`src/rtl/tspi_pkg.sv`:
```
// Shared trit encodings, FSM state encoding and trit helpers for the ternary SPI master.
package tspi_pkg;

   localparam logic [1:0] ZERO    = 2'b00;
   localparam logic [1:0] PLUS    = 2'b01;
   localparam logic [1:0] MINUS   = 2'b10;
   localparam logic [1:0] INVALID = 2'b11;

   typedef enum logic [2:0] {
      IDLE,
      LEAD,
      SETUP,
      SAMPLE,
      TRAIL,
      DONE
   } state_t;

   // Returns {err, trit}: an invalid pair is replaced by ZERO and flagged.
   function automatic logic [2:0] trit_sanitize(input logic [1:0] t);
      return (t == INVALID) ? {1'b1, ZERO} : {1'b0, t};
   endfunction

   // Outgoing trits never carry the invalid pair onto the wire.
   function automatic logic [1:0] trit_tx(input logic [1:0] t);
      return (t == INVALID) ? ZERO : t;
   endfunction

endpackage

```
`src/rtl/tspi_clkdiv.sv`:
```
// Half-period divider: counts CLKDIV cycles and pulses tick on the last one.
module tspi_clkdiv #(
   parameter int CLKDIV = 4
) (
   input  logic clk_i,
   input  logic rst_ni,
   input  logic start_i,
   output logic tick_o
);

   localparam int CW = $clog2(CLKDIV + 1);
   localparam logic [CW-1:0] TERM = CW'(CLKDIV - 1);

   logic [CW-1:0] cnt_q;
   logic [CW-1:0] cnt_d;

   assign tick_o = (cnt_q == TERM);

   // Restart on request or after each terminal count so every state gets a fresh period.
   always_comb begin
      cnt_d = cnt_q + 1'b1;
      if (start_i || tick_o) begin
         cnt_d = '0;
      end
   end

   // Counter register with synchronous active-low reset.
   always_ff @(posedge clk_i) begin
      if (!rst_ni) begin
         cnt_q <= '0;
      end else begin
         cnt_q <= cnt_d;
      end
   end

endmodule

```
`src/rtl/tspi_master.sv`:
```
// Balanced-ternary serial master: shifts a TRITS-wide word out on O_mosi while
// sampling the same number of trits from I_miso, framed by O_cs_n and O_sck.
module tspi_master
   import tspi_pkg::*;
#(
   parameter int TRITS  = 6,
   parameter int CLKDIV = 4
) (
   input  logic                 I_clk,
   input  logic                 I_rst_n,
   input  logic [2*TRITS-1:0]   I_tx_data,
   input  logic                 I_tx_valid,
   output logic                 O_tx_ready,
   output logic [2*TRITS-1:0]   O_rx_data,
   output logic                 O_rx_valid,
   output logic                 O_rx_err,
   output logic [1:0]           O_mosi,
   output logic [1:0]           O_sck,
   output logic                 O_cs_n,
   input  logic [1:0]           I_miso
);

   localparam int TW = $clog2(TRITS + 1);
   localparam logic [TW-1:0] LAST_TRIT = TW'(TRITS - 1);

   state_t               state_q;
   logic [2*TRITS-1:0]   tx_q;
   logic [2*TRITS-1:0]   rx_sh_q;
   logic [TW-1:0]        trit_q;
   logic                 err_q;
   logic [1:0]           mosi_q;
   logic [1:0]           sck_q;
   logic                 cs_n_q;
   logic                 rx_valid_q;
   logic                 rx_err_q;
   logic [2*TRITS-1:0]   rx_data_q;

   logic [2*TRITS-1:0]   tx_shift_d;
   logic [2*TRITS-1:0]   rx_shift_d;
   logic [2:0]           miso_san;
   logic                 div_start;
   logic                 div_tick;

   assign O_tx_ready = (state_q == IDLE) & I_rst_n;
   assign O_rx_data  = rx_data_q;
   assign O_rx_valid = rx_valid_q;
   assign O_rx_err   = rx_err_q;
   assign O_mosi     = mosi_q;
   assign O_sck      = sck_q;
   assign O_cs_n     = cs_n_q;

   assign miso_san = trit_sanitize(I_miso);

   // Timed states change on the divider tick; IDLE and DONE hold the divider at zero
   // so the first timed state after them always starts a full period.
   assign div_start = (state_q == IDLE) || (state_q == DONE);

   // Transmit shifts MS-trit out first; receive shifts new trits in at the LS end.
   if (TRITS > 1) begin : g_shift_wide
      assign tx_shift_d = {tx_q[2*TRITS-3:0], ZERO};
      assign rx_shift_d = {rx_sh_q[2*TRITS-3:0], miso_san[1:0]};
   end else begin : g_shift_single
      assign tx_shift_d = ZERO;
      assign rx_shift_d = miso_san[1:0];
   end

   tspi_clkdiv #(
      .CLKDIV (CLKDIV)
   ) u_clkdiv (
      .clk_i   (I_clk),
      .rst_ni  (I_rst_n),
      .start_i (div_start),
      .tick_o  (div_tick)
   );

   // Transfer FSM; every output is set on the edge that enters the state it belongs to.
   always_ff @(posedge I_clk) begin
      if (!I_rst_n) begin
         state_q    <= IDLE;
         tx_q       <= '0;
         rx_sh_q    <= '0;
         trit_q     <= '0;
         err_q      <= 1'b0;
         mosi_q     <= ZERO;
         sck_q      <= ZERO;
         cs_n_q     <= 1'b1;
         rx_valid_q <= 1'b0;
         rx_err_q   <= 1'b0;
         rx_data_q  <= '0;
      end else begin
         rx_valid_q <= 1'b0;
         case (state_q)
            IDLE: begin
               if (I_tx_valid) begin
                  state_q <= LEAD;
                  tx_q    <= I_tx_data;
                  mosi_q  <= trit_tx(I_tx_data[2*TRITS-1 -: 2]);
                  cs_n_q  <= 1'b0;
                  sck_q   <= ZERO;
                  err_q   <= 1'b0;
                  trit_q  <= '0;
               end
            end
            LEAD: begin
               if (div_tick) begin
                  state_q <= SETUP;
                  sck_q   <= MINUS;
                  mosi_q  <= trit_tx(tx_q[2*TRITS-1 -: 2]);
               end
            end
            SETUP: begin
               if (div_tick) begin
                  state_q <= SAMPLE;
                  sck_q   <= PLUS;
                  rx_sh_q <= rx_shift_d;
                  err_q   <= err_q | miso_san[2];
               end
            end
            SAMPLE: begin
               if (div_tick) begin
                  if (trit_q == LAST_TRIT) begin
                     state_q <= TRAIL;
                     sck_q   <= ZERO;
                     mosi_q  <= ZERO;
                     trit_q  <= '0;
                  end else begin
                     state_q <= SETUP;
                     sck_q   <= MINUS;
                     tx_q    <= tx_shift_d;
                     mosi_q  <= trit_tx(tx_shift_d[2*TRITS-1 -: 2]);
                     trit_q  <= trit_q + 1'b1;
                  end
               end
            end
            TRAIL: begin
               if (div_tick) begin
                  state_q    <= DONE;
                  cs_n_q     <= 1'b1;
                  rx_valid_q <= 1'b1;
                  rx_data_q  <= rx_sh_q;
                  rx_err_q   <= err_q;
               end
            end
            DONE: begin
               state_q <= IDLE;
            end
            default: begin
               state_q <= IDLE;
            end
         endcase
      end
   end

endmodule

```
`config.mk`:
```
export PLATFORM = sky130hd
export DESIGN_NAME = tspi_master
export DESIGN_NICKNAME = d
export VERILOG_FILES = /design/src/rtl/tspi_pkg.sv /design/src/rtl/tspi_clkdiv.sv /design/src/rtl/tspi_master.sv
export SDC_FILE = /design/constraint.sdc
export NUM_CORES = 1
export LEC_CHECK = 0
export CAP_MARGIN = 20
export CELL_PAD_IN_SITES_DETAIL_PLACEMENT = 0
export CELL_PAD_IN_SITES_GLOBAL_PLACEMENT = 2
export CORE_UTILIZATION = 32
export CTS_CLUSTER_SIZE = 16
export DETAILED_ROUTE_END_ITERATION = 16
export PLACE_DENSITY = 0.82
export REMOVE_ABC_BUFFERS = 1
export SYNTH_ARGS = -nofsm -noshare
export SYNTH_HDL_FRONTEND = slang
export SYNTH_SLANG_ARGS = --single-unit
export TNS_END_PERCENT = 30
```
`constraint.sdc`:
```
create_clock -name I_clk -period 2 [get_ports I_clk]
set_input_delay 0.2 -clock I_clk [delete_from_list [all_inputs] [get_ports I_clk]]
set_output_delay 0.2 -clock I_clk [all_outputs]
set_load 0.1 [all_outputs]
```
Yosys cells after proc, flatten, opt, wreduce, memory -nomap -nowiden. Index checks and enable logic that the tools add are counted.

Bits in registers: 53. Bits of input ports: 17. Output and inout bits: 20. Logic and storage cells: 89.

Add/sub/neg operators: 2. Equal/unequal tests: 17. Muxes and demuxes: 36. Bitwise operators: 3. Reduce and logical (&&, ||, !) cells: 19.

Operators with widths (number): $mux W12 (3); $mux W3 (10); $mux W2 (12); $pmux W12 S2 (1); $pmux W3 S5 (1); $reduce_and A5 Y1 (2); $eq A3 B2 Y1 const B (3); $eq A3 B3 Y1 const B (3); $reduce_and A3 Y1 (3); $eq A2 B2 Y1 const B (4); $ne A2 B1 Y1 const B (4); $pmux W2 S4 (1); $reduce_and A4 Y1 (2); $add A3 B1 Y3 const B (2); $pmux W2 S3 (1); $pmux W3 S2 (1); $reduce_and A2 Y1 (3); $reduce_bool A2 Y1 (3); $mux W1 (4); $ne A2 B2 Y1 const B (2); $pmux W1 S2 (2); $reduce_bool A4 Y1 (1); $eq A3 B1 Y1 const B (1); $logic_not A3 Y1 (1); 6 further kinds (7).

Depth between registers and ports, before layout.
Depth after elaboration: 5. Depth in mapped cells: 8. Depth with buffers taken out: 6.

Modules after synthesis. From an unflattened synthesis, not the netlist that was laid out.

Cell total of the unflattened synthesis: 269. Area total of the unflattened synthesis: 2354.8 um2.

Modules (own cells, without submodules): tspi_master (instances 1, cells each 260, area each 2235.9 um2, seq. area each 1001.0 um2); tspi_clkdiv (instances 1, cells each 9, area each 118.9 um2, seq. area each 60.1 um2).

Worst setup path before layout. OpenSTA, ideal clock, no wires.

Kind: register to register. Start point: register u_clkdiv.cnt_q[0]. End point: register tx_q[10]. Library setup time: 0.116 ns. Data arrival time: 1.563 ns. Data required time: 1.884 ns. Slack: 0.321 ns. Cell stages (with the launch flop): 8. Buffers on the path: 2. Period minus slack after synthesis: 1.679 ns. Cell sequence: dfxtp_1 -> ha_1 -> ha_1 -> clkbuf_1 -> or2_1 -> and2_4 -> buf_6 -> o211a_1.

Cells in the longest elaborated chain, start to end: 3.

RTL lines: from (decl) (RTL line tspi_clkdiv.sv:14) `logic [CW-1:0] cnt_q;`; from (signal assigned) (RTL line tspi_clkdiv.sv:32) `cnt_q <= cnt_d;`; $eq A3 B2 Y1 (RTL line tspi_clkdiv.sv:17) `assign tick_o = (cnt_q == TERM);`; named net div_tick (RTL line tspi_master.sv:42) `logic div_tick;`; $ne A2 B1 Y1 (no line); $reduce_and A4 Y1 (no line); to (signal assigned) (RTL line tspi_master.sv:96) `tx_q <= I_tx_data;`; to (signal assigned) (RTL line tspi_master.sv:129) `tx_q <= tx_shift_d;`; to (decl) (RTL line tspi_master.sv:27) `logic [2*TRITS-1:0] tx_q;`.

The timed path passes the listed nets, and every way through them passes these cells. A chain may end at the register's enable or synchronous reset.

Worst setup path after layout.
Start point: register state_q[1]. End point: output port O_tx_ready.

Cells in the longest elaborated chain, start to end: 2.

RTL lines: from (decl) (RTL line tspi_master.sv:26) `state_t state_q;`; from (signal assigned) (RTL line tspi_master.sv:79) `state_q <= IDLE;`; from (signal assigned) (RTL line tspi_master.sv:95) `state_q <= LEAD;`; from (signal assigned) (RTL line tspi_master.sv:106) `state_q <= SETUP;`; $logic_not A3 Y1 (RTL line tspi_master.sv:44) `assign O_tx_ready = (state_q == IDLE) & I_rst_n;`; $and A1 B1 Y1 (RTL line tspi_master.sv:44); to (decl) (RTL line tspi_master.sv:13) `output logic O_tx_ready,`.

No other way between the ends.

==> run summary <==
DRT
-------------------------------------------------------------------------------------------------
First-pass iteration count of the detailed router                                               4
Starting DRT DRC Count                                                                         45
Top Metal Used                                                                               met4
Number of nets still failing antenna checks after routing                                       0
Post-route met1 wirelength                                                                2.48 mm
Via count                                                                                    1889
Routed WL                                                                                 5.00 mm
Via-to-Cell Ratio                                                                            4.66
Post-detailed-route wirelength per cell                                                   12.3 um
Count of unresolved DRC violations after routing                                                0
Routed length on met2                                                                     2.27 mm
Routed wire length on met3                                                                 196 um

WORST SETUP PATH
-------------------------------------------------------------------------------------------------
Endpoint class of the critical path                                                    output pin
Critical Path Fanout Max                                                                       13
Critical path's largest stage delay                                                        390 ps
RR Endpoint                                                                          tx_q[10]$_SDFFE_PN0P_
Signal arrival time at the worst endpoint                                                 1600 ps
Worst r2r path cells                                                                            5
Number of buffer and inverter instances along the worst setup path                              2
Req. time, crit path                                                                      1800 ps
Worst R2R Start                                                                      state_q[0]$_SDFFE_PN0P_
Kind of start point of the critical path                                                     flop
Cell family contributing the most delay on the critical path                         simple AND/OR/NAND/NOR gates
Kind of critical path                                                                flop to output pin
CP Depth                                                                                        4
Cell chain of the critical path                                                      buf_4 -> nor2_1 -> and3_1 -> buf_12
Cell at the slowest stage of the critical path                                       sky130_fd_sc_hd__dfxtp_1
Reg-to-reg setup timing slack                                                              250 ps

FINAL LAYOUT
-------------------------------------------------------------------------------------------------
Share of final-layout standard cells stronger than drive strength 1                         15.0%
P&R area growth vs syn                                                                      22.1%
Number of nets at the end of the flow                                                         325
Post-route cell area                                                                    2940 um^2
Final cell count without fillers                                                              405
Diode count                                                                                     0
Share of the core filled with cells in the final layout                                     40.5%

PWR
-------------------------------------------------------------------------------------------------
Worst IR Drop VDD                                                                          565 uV
Reported leakage power                                                                    1.25 nW
Power density normalized to cell area                                                 997 nW/um^2

TIMING
-------------------------------------------------------------------------------------------------
Final Hold Violating Endpoints                                                                  0
Setup skew after layout                                                                   13.0 ps
Total negative slack                                                                         0 ps
Peak clock frequency supported by timing                                                0.556 GHz
Setup violators final                                                                           0
Least-Margin Pin Slew                                                                      528 ps
Final worst path period share                                                               90.0%
Final Slew Violations                                                                           0
Setup repair after global routing missed its margin                                         false
Worst slew margin                                                                           64.5%
Post-layout minimum cycle time                                                            1800 ps

STATUS
-------------------------------------------------------------------------------------------------
Run status                                                                           complete, no violations

GRT
-------------------------------------------------------------------------------------------------
Number of antenna violations at the first check in global routing                               0
Maximum number of pins on one net before global-route repair                                   34
Number of global-route vias before repair                                                    1779
First-pass GRT wire length                                                                8.36 mm
Total gr overflow                                                                               0
Overall Global Routing Usage                                                                13.9%

CLOCKING
-------------------------------------------------------------------------------------------------
Post-CTS setup buffer count                                                                     0
Cell chosen for the clock root                                                       sky130_fd_sc_hd__clkbuf_8
Cts-stage hold buffer count                                                                     0
Deepest level of the CTS H-tree                                                                 2
CTS Buffer Depth                                                                                2
Clock transition at path regs                                                               90 ps
Number of clock buffers inserted by TritonCTS                                                   5
Number of sinks handled by clock tree synthesis                                                53
Resized Gates After CTS                                                                         0
Worst-skew pair later-pin latency                                                          310 ps
CTS tree                                                                                      yes

WORST HOLD PATH
-------------------------------------------------------------------------------------------------
Cell count of the worst hold path                                                               1
Class of the worst hold path                                                         flop to flop
Start point of the worst hold path                                                   u_clkdiv.cnt_q[0]$_SDFF_PP0_
Worst-case hold path end point                                                       u_clkdiv.cnt_q[0]$_SDFF_PP0_

YOSYS
-------------------------------------------------------------------------------------------------
Most frequent cells after synthesis                                                  56 x sky130_fd_sc_hd__nand2_1, 53 x sky130_fd_sc_hd__dfxtp_1, 25 x sky130_fd_sc_hd__a21boi_0, 15 x sky130_fd_sc_hd__clkbuf_1
Summed instance area of the synthesized netlist                                         2410 um^2
Count of state elements after synthesis                                                        53
Count of yosys warnings during synthesis                                                        0
Share of Yosys cell area claimed by the top area cell type                                  44.1%
Largest cells by area after synthesis                                                sky130_fd_sc_hd__dfxtp_1 44%, sky130_fd_sc_hd__nand2_1 8.7%, sky130_fd_sc_hd__a21boi_0 7.8%
Ys flop type                                                                         sky130_fd_sc_hd__dfxtp_1
Yosys top cell by area                                                               sky130_fd_sc_hd__dfxtp_1
Number of distinct library cell variants in the gate-level netlist after synthesis             47
Synth async-reset ratio                                                                        0%
Number of synthesized flops with an enable pin                                                  0
Part of the Yosys area used for sequential elements                                         44.1%
Leading cell type by number of instances after synthesis                             sky130_fd_sc_hd__nand2_1
Post-synthesis cell count                                                                     272
Average instance area after synthesis                                                   8.86 um^2

PLACE
-------------------------------------------------------------------------------------------------
Detail Placement HPWL                                                                     3.52 mm
Placed cell count                                                                             397
Placed cell area                                                                        2840 um^2
Routability cong.                                                                           0.732
IO Port Bufs                                                                                   36

FLOORPLAN
-------------------------------------------------------------------------------------------------
Number of placed I/O pins                                                                      37
Site row count                                                                                 31
Die W                                                                                     88.8 um
Die footprint                                                                           7880 um^2
Vertical extent of the die                                                                88.8 um
Core Footprint                                                                          7250 um^2
Starting density of the core                                                                33.2%

RUN
-------------------------------------------------------------------------------------------------
Maximum capacitance violations                                                                  0

-- routing by layer --
layer | vias to the layer above | track usage, %
met5 | - | 0
met4 | 0 | 4.40
met3 | 5 | 3.17
met2 | 34 | 22.9
met1 | 843 | 18.0
li1 | 1007 | -
-- worst reg2reg max path: stages (launching register included) --
cell and delay [ps]:
sky130_fd_sc_hd__dfxtp_1 460, sky130_fd_sc_hd__or4b_4 640, sky130_fd_sc_hd__o21ai_2 140, sky130_fd_sc_hd__buf_4 200, sky130_fd_sc_hd__nand3_1 70, sky130_fd_sc_hd__o211a_1 130
-- kinds of logic (layout without fill, tap and decap cells) --
kind of cell / after synthesis / count (layout) / synth area share, %
AO/OA/AOI/OAI: 61 / 61 / 19.4
XOR/XNOR: 1 / 1 / 0.364
adder cells (fa/ha/maj): 3 / 3 / 1.56
buffers and inverters: 30 / 64 / 5.97
flip-flops: 53 / 53 / 44.1
multiplexers: 13 / 13 / 5.40
AND/OR/NAND/NOR: 111 / 111 / 23.2
-- report_power, final --
group	switching [W]	internal [W]
Sequential	0.000118	0.00118
Combinational	0.000578	0.000376
Clock	0.000356	0.000320
Total	0.00105	0.00188
-- area by class of cell --
class | count | area, um^2
clock buffer | 7 | 96.3
clock inverter | 1 | 8.76
fill | 755 | 4310
inverter | 7 | 26.3
multi-input combinational | 189 | 1200
sequential | 53 | 1060
tap | 99 | 124
timing repair buffer | 49 | 420
-- cells in the final DEF (no fill, tap or decap), types with 2 or more instances in the layout --
master / n
sky130_fd_sc_hd__nand4_1: 2
sky130_fd_sc_hd__dfxtp_1: 53
sky130_fd_sc_hd__nor2b_1: 5
sky130_fd_sc_hd__nor3b_1: 2
sky130_fd_sc_hd__o21ai_0: 4
sky130_fd_sc_hd__nand3b_1: 2
sky130_fd_sc_hd__o211a_1: 10
sky130_fd_sc_hd__ha_1: 3
sky130_fd_sc_hd__buf_4: 32
sky130_fd_sc_hd__o31ai_1: 2
sky130_fd_sc_hd__nor2_1: 7
sky130_fd_sc_hd__and2_1: 4
sky130_fd_sc_hd__a21oi_1: 5
sky130_fd_sc_hd__clkbuf_8: 7
sky130_fd_sc_hd__a32oi_1: 2
sky130_fd_sc_hd__clkdlybuf4s50_1: 16
sky130_fd_sc_hd__a21boi_0: 25
sky130_fd_sc_hd__o2bb2ai_1: 2
sky130_fd_sc_hd__mux2i_1: 13
sky130_fd_sc_hd__o22ai_1: 4
sky130_fd_sc_hd__inv_1: 7
sky130_fd_sc_hd__nand3_1: 13
sky130_fd_sc_hd__and3_1: 4
sky130_fd_sc_hd__nand2b_1: 2
sky130_fd_sc_hd__nor3_1: 2
sky130_fd_sc_hd__nand2_1: 56
-- how the worst max path moves through the flow --
stage / from / end
3_5_place_dp: I_tx_valid / tx_q[10]$_SDFFE_PN0P_
4_1_cts: state_q[1]$_SDFFE_PN0P_ / O_tx_ready
6_report: state_q[1]$_SDFFE_PN0P_ / O_tx_ready
3_3_place_gp: I_tx_valid / tx_q[1]$_SDFFE_PN0P_
5_1_grt: u_clkdiv.cnt_q[0]$_SDFF_PP0_ / O_mosi[0]$_SDFFE_PN0P_
2_1_floorplan: state_q[1]$_SDFFE_PN0P_ / tx_q[10]$_SDFFE_PN0P_
-- sequential cells by signal, indices dropped and copies added (netlist names) --
register / count
O_rx_data: 12
tx_q: 12
O_cs_n: 1
O_sck: 2
O_rx_err: 1
trit_q: 3
state_q: 3
rx_sh_q: 12
err_q: 1
O_rx_valid: 1
O_mosi: 2
u_clkdiv.cnt_q: 3
-- metrics by stage --
step	hold WS [ps]	total power, W	setup slack (ps)
finish	426	0.00293	201
global route	454	0.00311	60.9
CTS	432	0.00298	156
detailed placement	419	0.00228	83.7
global placement	409	0.00228	116
floorplan	272	0.00199	99.4
Note: power is estimated with default switching activity, not from simulation.
